<file path="src/rtl/alu_defs_pkg.sv">
// Shared constants for the ALU front end: bus widths, enable codes and debounce states.
// Optional feature macro used by this slice: BOTONES_AUTOREPEAT_EN.
package alu_defs;

  localparam int unsigned CANT_SWITCHES = 6;
  localparam int unsigned CANT_BOTONES  = 4;
  localparam int unsigned CANT_LEDS     = 8;

  localparam logic [3:0] ENA_OP1       = 4'b0001;
  localparam logic [3:0] ENA_OPERACION = 4'b0010;
  localparam logic [3:0] ENA_OP2       = 4'b0100;

  typedef enum logic {
    ESTABLE  = 1'b0,
    CONTANDO = 1'b1
  } deb_state_t;

endpackage

</file>
<file path="src/rtl/debounce_bit.sv">
// One button: 2-flop synchroniser, stability counter and debounced level.
// With BOTONES_AUTOREPEAT_EN defined, also raises o_repite every 8*CNT_MAX cycles while held.
module debounce_bit #(
  parameter int unsigned CNT_MAX   = 1000000,
  parameter int unsigned CNT_WIDTH = 20
) (
  input  logic i_clock,
  input  logic i_reset,
  input  logic i_boton,
  output logic o_estado,
  output logic o_repite
);
  import alu_defs::*;

  localparam logic [CNT_WIDTH-1:0] CNT_TERM = CNT_WIDTH'(CNT_MAX - 1);

  logic                 sync1, sync2;
  deb_state_t           state_q, state_d;
  logic [CNT_WIDTH-1:0] cnt_q, cnt_d;
  logic                 estado_q, estado_d;

  always_ff @(posedge i_clock or negedge i_reset) begin
    if (!i_reset) begin
      sync1    <= 1'b0;
      sync2    <= 1'b0;
      state_q  <= ESTABLE;
      cnt_q    <= '0;
      estado_q <= 1'b0;
    end else begin
      sync1    <= i_boton;
      sync2    <= sync1;
      state_q  <= state_d;
      cnt_q    <= cnt_d;
      estado_q <= estado_d;
    end
  end

  always_comb begin
    state_d  = state_q;
    cnt_d    = cnt_q;
    estado_d = estado_q;
    unique case (state_q)
      ESTABLE: begin
        cnt_d = '0;
        if (sync2 != estado_q) begin
          state_d = CONTANDO;
          cnt_d   = CNT_WIDTH'(1);
        end
      end
      CONTANDO: begin
        if (sync2 == estado_q) begin
          cnt_d   = '0;
          state_d = ESTABLE;
        end else if (cnt_q >= CNT_TERM) begin
          estado_d = sync2;
          cnt_d    = '0;
          state_d  = ESTABLE;
        end else begin
          cnt_d = cnt_q + CNT_WIDTH'(1);
        end
      end
      default: begin
        cnt_d   = '0;
        state_d = ESTABLE;
      end
    endcase
  end

  assign o_estado = estado_q;

`ifdef BOTONES_AUTOREPEAT_EN
  localparam int unsigned          REP_WIDTH = CNT_WIDTH + 3;
  localparam logic [REP_WIDTH-1:0] REP_TERM  = REP_WIDTH'(8 * CNT_MAX - 1);

  logic [REP_WIDTH-1:0] rep_q;

  // Phase 0 coincides with the accepted press, so repeats land 8*CNT_MAX after the first pulse.
  always_ff @(posedge i_clock or negedge i_reset) begin
    if (!i_reset) begin
      rep_q <= '0;
    end else if (!estado_q || rep_q == REP_TERM) begin
      rep_q <= '0;
    end else begin
      rep_q <= rep_q + REP_WIDTH'(1);
    end
  end

  assign o_repite = estado_q && (rep_q == '0);
`else
  assign o_repite = 1'b0;
`endif

endmodule

</file>
<file path="src/rtl/debounce_botones.sv">
// Synchronises switches, debounces buttons and issues one-hot press pulses with a switch snapshot.
// Optional auto-repeat of held buttons is enabled by defining BOTONES_AUTOREPEAT_EN.
module debounce_botones #(
  parameter int unsigned CANT_SWITCHES = alu_defs::CANT_SWITCHES,
  parameter int unsigned CANT_BOTONES  = alu_defs::CANT_BOTONES,
  parameter int unsigned CNT_MAX       = 1000000,
  parameter int unsigned CNT_WIDTH     = 20
) (
  input  logic                     i_clock,
  input  logic                     i_reset,
  input  logic [CANT_SWITCHES-1:0] i_switch,
  input  logic [CANT_BOTONES-1:0]  i_boton,
  output logic [CANT_SWITCHES-1:0] o_switch,
  output logic [CANT_BOTONES-1:0]  o_enable,
  output logic [CANT_BOTONES-1:0]  o_estado
);

  logic [CANT_SWITCHES-1:0] sw_sync1, sw_sync2;
  logic [CANT_BOTONES-1:0]  estado, estado_prev, repite;
  logic [CANT_BOTONES-1:0]  candidato, grant;

  for (genvar g = 0; g < CANT_BOTONES; g++) begin : g_boton
    debounce_bit #(
      .CNT_MAX   (CNT_MAX),
      .CNT_WIDTH (CNT_WIDTH)
    ) u_debounce_bit (
      .i_clock  (i_clock),
      .i_reset  (i_reset),
      .i_boton  (i_boton[g]),
      .o_estado (estado[g]),
      .o_repite (repite[g])
    );
  end

  // Lowest-index candidate wins; losers are dropped rather than queued.
  always_comb begin
    candidato = (estado & ~estado_prev) | repite;
    grant     = candidato & (~candidato + CANT_BOTONES'(1));
  end

  always_ff @(posedge i_clock or negedge i_reset) begin
    if (!i_reset) begin
      sw_sync1    <= '0;
      sw_sync2    <= '0;
      estado_prev <= '0;
      o_enable    <= '0;
      o_switch    <= '0;
    end else begin
      sw_sync1    <= i_switch;
      sw_sync2    <= sw_sync1;
      estado_prev <= estado;
      o_enable    <= grant;
      if (|grant) begin
        o_switch <= sw_sync2;
      end
    end
  end

  assign o_estado = estado;

endmodule

</file>
<file path="config.mk">
export PLATFORM = sky130hd
export DESIGN_NAME = debounce_botones
export DESIGN_NICKNAME = d
export VERILOG_FILES = /design/src/rtl/alu_defs_pkg.sv /design/src/rtl/debounce_bit.sv /design/src/rtl/debounce_botones.sv
export SDC_FILE = /design/constraint.sdc
export NUM_CORES = 1
export LEC_CHECK = 0
export BUFFER_PORTS_ARGS = -buffer_cell sky130_fd_sc_hd__buf_2
export CAP_MARGIN = 20
export CELL_PAD_IN_SITES_DETAIL_PLACEMENT = 1
export CELL_PAD_IN_SITES_GLOBAL_PLACEMENT = 2
export CORE_MARGIN = 1.5
export CORE_UTILIZATION = 41
export DETAILED_ROUTE_END_ITERATION = 10
export GPL_ROUTABILITY_DRIVEN = 0
export GPL_TIMING_DRIVEN = 0
export HOLD_SLACK_MARGIN = 0.05
export MAX_ROUTING_LAYER = met4
export PLACE_DENSITY_LB_ADDON = 0.1
export SKIP_LAST_GASP = 1
export SYNTH_ARGS = -nofsm -noshare
export SYNTH_HDL_FRONTEND = slang
export SYNTH_SLANG_ARGS = --single-unit
</file>
<file path="constraint.sdc">
create_clock -name i_clock -period 2.73 [get_ports i_clock]
set_input_delay 0 -clock i_clock [delete_from_list [all_inputs] [get_ports i_clock]]
set_output_delay 0 -clock i_clock [all_outputs]
set_load 0.05 [all_outputs]
</file>
==> flow_summary.toml, run 1 <==
[routing]
ant_nets = 0
firstDrtPassIters = 4
drt-wirelength-per-cell_um = 16.91
drc = 0
via_count = 4333
drt_iter0_drc = 156
routed_via_density = 5.471
routed_wl_mm = 13.39

[timing]
finalCriticalPeriod_ns = 2.464
slew_viol_final = 0
skew_ns = 0.004872
fmax_mhz = 405.8
worst_pin_slew_ns = 0.8441
grt_setup_unrepaired = "no"
fin_crit_sh = 0.9027
slew_headroom = 0.4301
whs_ns = 0.08779
hold_viol_final = 0
fin_ws_ns = 0.2655
setup_viol = 0

[synth]
synthArstFlopShare = 1.000
ys.warnings.count = 0
synth_flop_cell = "dfrtp_1"
syn-num-nets = 560
yosysSeqAreaShare = 0.5365
synth_area_sq_mm = 0.005690
yosys.cell_types.count = 52
synthCells = 544
synth_area_per_cell_sq_um = 10.46
ys_ff_latch = 122
synth_edf_count = 0

[cells_and_area]
register_area_sq_mm = 0.003053
syn2layout_area_growth_pct = 19.35
antenna_cells = 0
multiInputGateArea_sq_mm = 0.002442
drive_above_1_share = 0.1396
final_common_cell = "dfrtp_1"
stdcell_area_sq_mm = 0.006792
final_cell_mix = "dfrtp_1 (122), nor2_1 (61), xnor2_1 (41)"
n_fill_cell = 1480
fin_nets = 620

[worst_setup_path]
reg2reg_from = "g_boton[0].u_debounce_bit.cnt_q[0]"
crit_top_cell = "clkbuf_1"
critPathMaxFanout = 10
endpoint_kind = "flop"
crit_arrival_ns = 2.77
critPathSlowestCell = "a311oi_2"
timing.critical_path.buf_inv = 2
startpoint_type = "flop"
path_cells = "ha_1, and3_1, clkbuf_1, a311oi_2, o21ai_1, clkbuf_1, a221oi_1"
worst_path_largest_cell_delay_ns = 0.46
path_class = "reg2reg"
r2r_end = "g_boton[0].u_debounce_bit.cnt_q[17]"
startpoint = "g_boton[0].u_debounce_bit.cnt_q[0]"
cp_top_family = "compound AO/OA/AOI/OAI gates"
required_ns = 3.03
r2r_slack_ns = 0.27
ff2ff_path_depth = 7

[clock_tree]
cts-root-buf = "clkbuf_16"
cts_buffer_depth = 2
clock_latency_ns = 0.41
cts_max_level = 4
numCtsBuffers = 17
clock_sinks = 122
clkTransAtPathRegs_ns = 0.05
cts_tree = "yes"

[placement]
hpwl_mm = 8.748
io_buffer_count = 25
place_ws_ns = -0.03143
placed_area_sq_mm = 0.006070

[status]
outcome = "complete, no violations"

[die]
die_height_um = 120.8
start_util = 0.4246
die_w_um = 120.8
dieArea_sq_mm = 0.01460
io_pins = 26
core_area_sq_mm = 0.01340
rows = 42

[power_and_ir_drop]
p_total_mw = 4.175
leakagePower_nw = 2.736
p_per_area_mw_per_mm2 = 614.7
peakVddDrop_uv = 403.7

[flow_run]
maxCapViolCount = 0

[min_path]
hp-class = "in2async"

[grt]
grt_util_met3 = 0.05283
grt_use_met1 = 0.2619
first_global_vias = 4542
grt_start_max_net_pins = 79
grt.busiest_layer = "met2"
antenna_found_initial = 0
grt_overflow = 0
grt_pass1_wl_mm = 22.71
grt_use_met2 = 0.3232
track_usage = 0.2053
state kept, by name, summed over array words and instances, names as in the netlist:
signal                           count
g_boton.u_debounce_bit.sync2         4
g_boton.u_debounce_bit.sync1         4
g_boton.u_debounce_bit.state_q       4
sw_sync1                             6
sw_sync2                             6
estado_prev                          4
g_boton.u_debounce_bit.cnt_q        80
o_enable                             4
o_switch                             6
g_boton.u_debounce_bit.o_estado      4
Yosys cell counts (all sizes together) (2+ instances only):
cell type	instances	share of area
dfrtp	122	0.54
a221oi	7	0.011
a31oi	3	0.0033
or4	7	0.011
nand4	25	0.027
nor4	17	0.019
or2	4	0.0044
nand2	26	0.017
mux2	9	0.018
o311ai	2	0.0044
ha	4	0.0088
and4	9	0.014
a211oi	12	0.016
o211ai	9	0.012
nor3b	2	0.0026
nand3	31	0.027
o31a	2	0.0031
o21ai	11	0.0097
a311oi	2	0.0042
or3	13	0.014
nor2	61	0.040
xnor2	41	0.063
nor2b	6	0.0066
clkbuf	20	0.013
nand2b	2	0.0022
a21oi	13	0.011
inv	19	0.013
o2111ai	2	0.0062
nor3	12	0.011
a31o	4	0.0062
a21boi	2	0.0026
o31ai	4	0.0053
o21a	3	0.0040
and3	5	0.0055
buf	7	0.0086
xor2	18	0.028
through the flow:
stage	TNS, ns	cells	utilization
final	0	792	0.5068
after global routing	0	792	0.5068
after CTS	0	789	0.5051
after detailed placement	-0.08627	746	0.4529
after global placement	0	745	0.4504
after floorplan	0	544	-
where the power goes:
part / leakage [nW] / switching, mW / internal, mW
Combinational: 0.814 / 0.0776 / 0.0440
Clock: 0.282 / 0.769 / 1.43
Sequential: 1.64 / 0.0185 / 1.84
Total: 2.74 / 0.865 / 3.31
worst max path at each step:
stage,endpoint,slack (ns),depth (start not counted)
floorplan,g_boton[3].u_debounce_bit.o_estado,0.53,4
global placement,g_boton[2].u_debounce_bit.cnt_q[11],0.07,6
detailed placement,g_boton[2].u_debounce_bit.cnt_q[10],-0.03,6
CTS,g_boton[1].u_debounce_bit.cnt_q[8],0.20,6
global route,g_boton[0].u_debounce_bit.cnt_q[13],0.14,7
finish,g_boton[0].u_debounce_bit.cnt_q[17],0.27,7
routing by layer:
metal / up-vias / routed length (um)
met5: - / 0
met4: 0 / 282
met3: 18 / 315
met2: 45 / 6523
met1: 2192 / 6271
li1: 2078 / -
worst reg2reg max path: stages (launching register included):
cell and delay, ns:
dfrtp_1 0.42, ha_1 0.25, and3_1 0.18, clkbuf_1 0.23
a311oi_2 0.47, o21ai_1 0.15, clkbuf_1 0.28, a221oi_1 0.37
final cells by class:
cell class	count	share of cell area
Multi-Input combinational cell	376	0.3596
Buffer	27	0.01824
Inverter	19	0.01050
Sequential cell	122	0.4495
Clock inverter	7	0.01326
Clock buffer	24	0.07240
Timing Repair Buffer	41	0.04403
Tap cell	176	0.03242
cell families (layout without fill, tap and decap cells):
| family | count (synthesis) | in the layout | share of synthesized area |
|---|---|---|---|
| xor+xnor | 59 | 59 | 0.09081 |
| buf+inv | 46 | 118 | 0.03430 |
| flops | 122 | 122 | 0.5365 |
| simple gates | 223 | 223 | 0.2058 |
| mux | 9 | 9 | 0.01781 |
| compound gates | 81 | 81 | 0.1060 |
| fa+ha+maj | 4 | 4 | 0.008795 |
repair_timing:
action / in CTS / in global routing
buffers inserted: 1 / 3
pin swaps: 1 / 1
gates resized for setup: 0 / 0
hold endpoints to repair: 132 / 0
setup endpoints to repair: 10 / 9
hold buffers: 11 / 0
(Power assumes the default switching activity.)
==> run 2, diff against run 1 <==
Settings changed: ABC_AREA set to 1, CORE_UTILIZATION 41 to 38, SLEW_MARGIN set to 20.
==> run 2 against run 1 <==
Net effect:
- clock power down 2%
- synthesized area increased by 3.2%
- sequential cell count did not move
==> flow_summary.toml, run 2 <==
[timing]
worst_pin_slew_ns = 0.4748
finalCriticalPeriod_ns = 1.750
fmax_mhz = 571.5
setup_viol = 0
slew_viol_final = 0
hold_viol_final = 0
slew_headroom = 0.6825
grt_setup_unrepaired = "no"
fin_crit_sh = 0.6410
fin_ws_ns = 0.9801
skew_ns = 0.009273

[worst_setup_path]
worst_path_largest_cell_delay_ns = 0.39
startpoint_type = "flop"
crit_top_cell = "nand3_1"
ff2ff_path_depth = 6
path_cells = "ha_1, nand3_1, nor3_1, nand3_1, xor2_1, nor2_1"
endpoint_kind = "flop"
required_ns = 3.03
critPathSlowestCell = "dfrtp_1"
r2r_end = "g_boton[1].u_debounce_bit.cnt_q[16]"
crit_arrival_ns = 2.05
critPathMaxFanout = 6
reg2reg_from = "g_boton[1].u_debounce_bit.cnt_q[0]"
r2r_slack_ns = 0.98
path_class = "reg2reg"
cp_top_family = "simple AND/OR/NAND/NOR gates"
timing.critical_path.buf_inv = 0

[cells_and_area]
drive_above_1_share = 0.1449
antenna_cells = 0
largest_reg_flops = 80
fin_util = 0.4587
final_cell_mix = "nand2_1 (153), nor2_1 (122), dfrtp_1 (122)"
fin_nets = 762
final_common_cell = "nand2_1"
syn2layout_area_growth_pct = 18.30
largest_register = "g_boton.u_debounce_bit.cnt_q"

[clock_tree]
clock_sinks = 122
cts_tree = "yes"
clkTransAtPathRegs_ns = 0.06
clock_latency_ns = 0.42
hold_buffers = 11
numCtsBuffers = 17
cts-resized-gates = 0
cts-root-buf = "clkbuf_16"
cts_max_level = 4
post_cts_buffers = 0
cts_buffer_depth = 2

[die]
die_w_um = 127.3
io_pins = 26
core_area_sq_mm = 0.01515
start_util = 0.3878
die_height_um = 127.3
dieArea_sq_mm = 0.01621
rows = 45

[synth]
yosys.cell_types.count = 33
yosysSeqAreaShare = 0.5198
synthArstFlopShare = 1.000
ys_top_cells_by_count = "nand2_1 (153), dfrtp_1 (122), nor2_1 (122)"
synthCells = 690
synth_flop_cell = "dfrtp_1"
synth_area_per_cell_sq_um = 8.512
ys_ff_latch = 122
synth_edf_count = 0
synthTopCellsByArea = "dfrtp_1 (52%), nand2_1 (9.8%), nor2_1 (7.8%)"
ys.warnings.count = 0
synth.top_cell.area_share = 0.5198
syn-num-nets = 706
synth_area_sq_mm = 0.005873
yosysMostFrequentCell = "nand2_1"
synth_largest_area_cell = "dfrtp_1"

[power_and_ir_drop]
leakagePower_nw = 3.094
p_int_mw = 3.230
pwr-share-seq = 0.447
swShare = 0.2317
p_per_area_mw_per_mm2 = 605.0
clkPwrFrac = 0.511
combPwrFrac = 0.042
p_sw_mw = 0.9740
p_total_mw = 4.204
peakVddDrop_uv = 461.4

[grt]
grt_start_max_net_pins = 65
track_usage = 0.1928
first_global_vias = 4982
grt_overflow = 0
grt_pass1_wl_mm = 23.85
antenna_found_initial = 0

[status]
outcome = "complete, no violations"

[routing]
drt-wirelength-per-cell_um = 14.13
via_count = 4559
drc = 0
routed_wl_mm = 13.38
ant_nets = 0
routed_via_density = 4.814
drt_iter0_drc = 146
firstDrtPassIters = 4

[placement]
hpwl_mm = 9.708
place_ws_ns = 0.9813
io_buffer_count = 25

[flow_run]
maxCapViolCount = 0

[min_path]
hp-class = "in2async"
-- run 2: cell count changes after synthesis, moves of 13 or more --
cell,delta
clkbuf_1,-20
inv_1,+61
nand2_1,+127
nor2_1,+61
nor4_1,-16
or3_1,-13
xnor2_1,-28
-- run 2: worst max path at each step --
stage                                          endpoint  slack (ns)                                from  cells past startpoint
floorplan             g_boton[1].u_debounce_bit.state_q        1.29  g_boton[1].u_debounce_bit.cnt_q[0]                      7
global placement    g_boton[3].u_debounce_bit.cnt_q[14]       -0.01                             i_reset                      1
detailed placement  g_boton[1].u_debounce_bit.cnt_q[19]        0.98  g_boton[1].u_debounce_bit.cnt_q[0]                      7
CTS                 g_boton[1].u_debounce_bit.cnt_q[19]        0.95  g_boton[1].u_debounce_bit.cnt_q[0]                      7
global route        g_boton[1].u_debounce_bit.cnt_q[16]        0.82  g_boton[1].u_debounce_bit.cnt_q[0]                      6
finish              g_boton[1].u_debounce_bit.cnt_q[16]        0.98  g_boton[1].u_debounce_bit.cnt_q[0]                      6
-- run 2: cells by family (layout without fill, tap and decap cells) --
logic type                 after synthesis  in the layout  share of synthesized area
and+or+nand+nor                        391            391                     0.2983
muxes                                    6              6                    0.01150
xor gates and xnor gates                43             43                    0.06412
adders and majority gates                4              4                   0.008522
DFF                                    122            122                     0.5198
buffers and inverters                   95            164                    0.06902
AOI/OAI and AO/OA                       29             29                    0.02876
-- run 2: area by class of cell --
cell class,instances,area (sq um)
plain buffers,12,93.84
clock buffers,21,470.5
clock inverters,11,96.34
fillers,1800,8198
inverters,83,311.5
multi-input cells,473,2415
flip-flops and latches,122,3053
well taps,188,235.2
repair buffers,37,272.8
-- run 2: layer usage --
metal	share of wire	vias up	GRT usage
li1	-	2273	-
met1	0.48	2239	0.2412
met2	0.49	33	0.3097
met3	0.025	14	0.04606
met4	0.012	0	0.06217
met5	0	-	-
-- run 2: power by group through the flow --
| stage | Sequential (mW) | Combinational (mW) | Clock (mW) |
|---|---|---|---|
| after floorplan | 1.90 | 0.0885 | 0 |
| after CTS | 1.88 | 0.184 | 2.21 |
| after global routing | 1.88 | 0.205 | 2.28 |
| final | 1.88 | 0.176 | 2.15 |
| after detailed placement | 1.91 | 0.171 | 0 |
| after global placement | 1.91 | 0.159 | 0 |
-- run 2: metrics by stage --
step	hold slack [ns]	cell area, sq um	setup TNS (ns)	std cells
global placement	0.1075	6233	-0.4111	903
finish	0.1053	6948	0	947
CTS	0.1125	6948	0	947
floorplan	-0.2956	5873	0	690
global route	0.1361	6948	0	947
detailed placement	-0.03526	6271	0	904
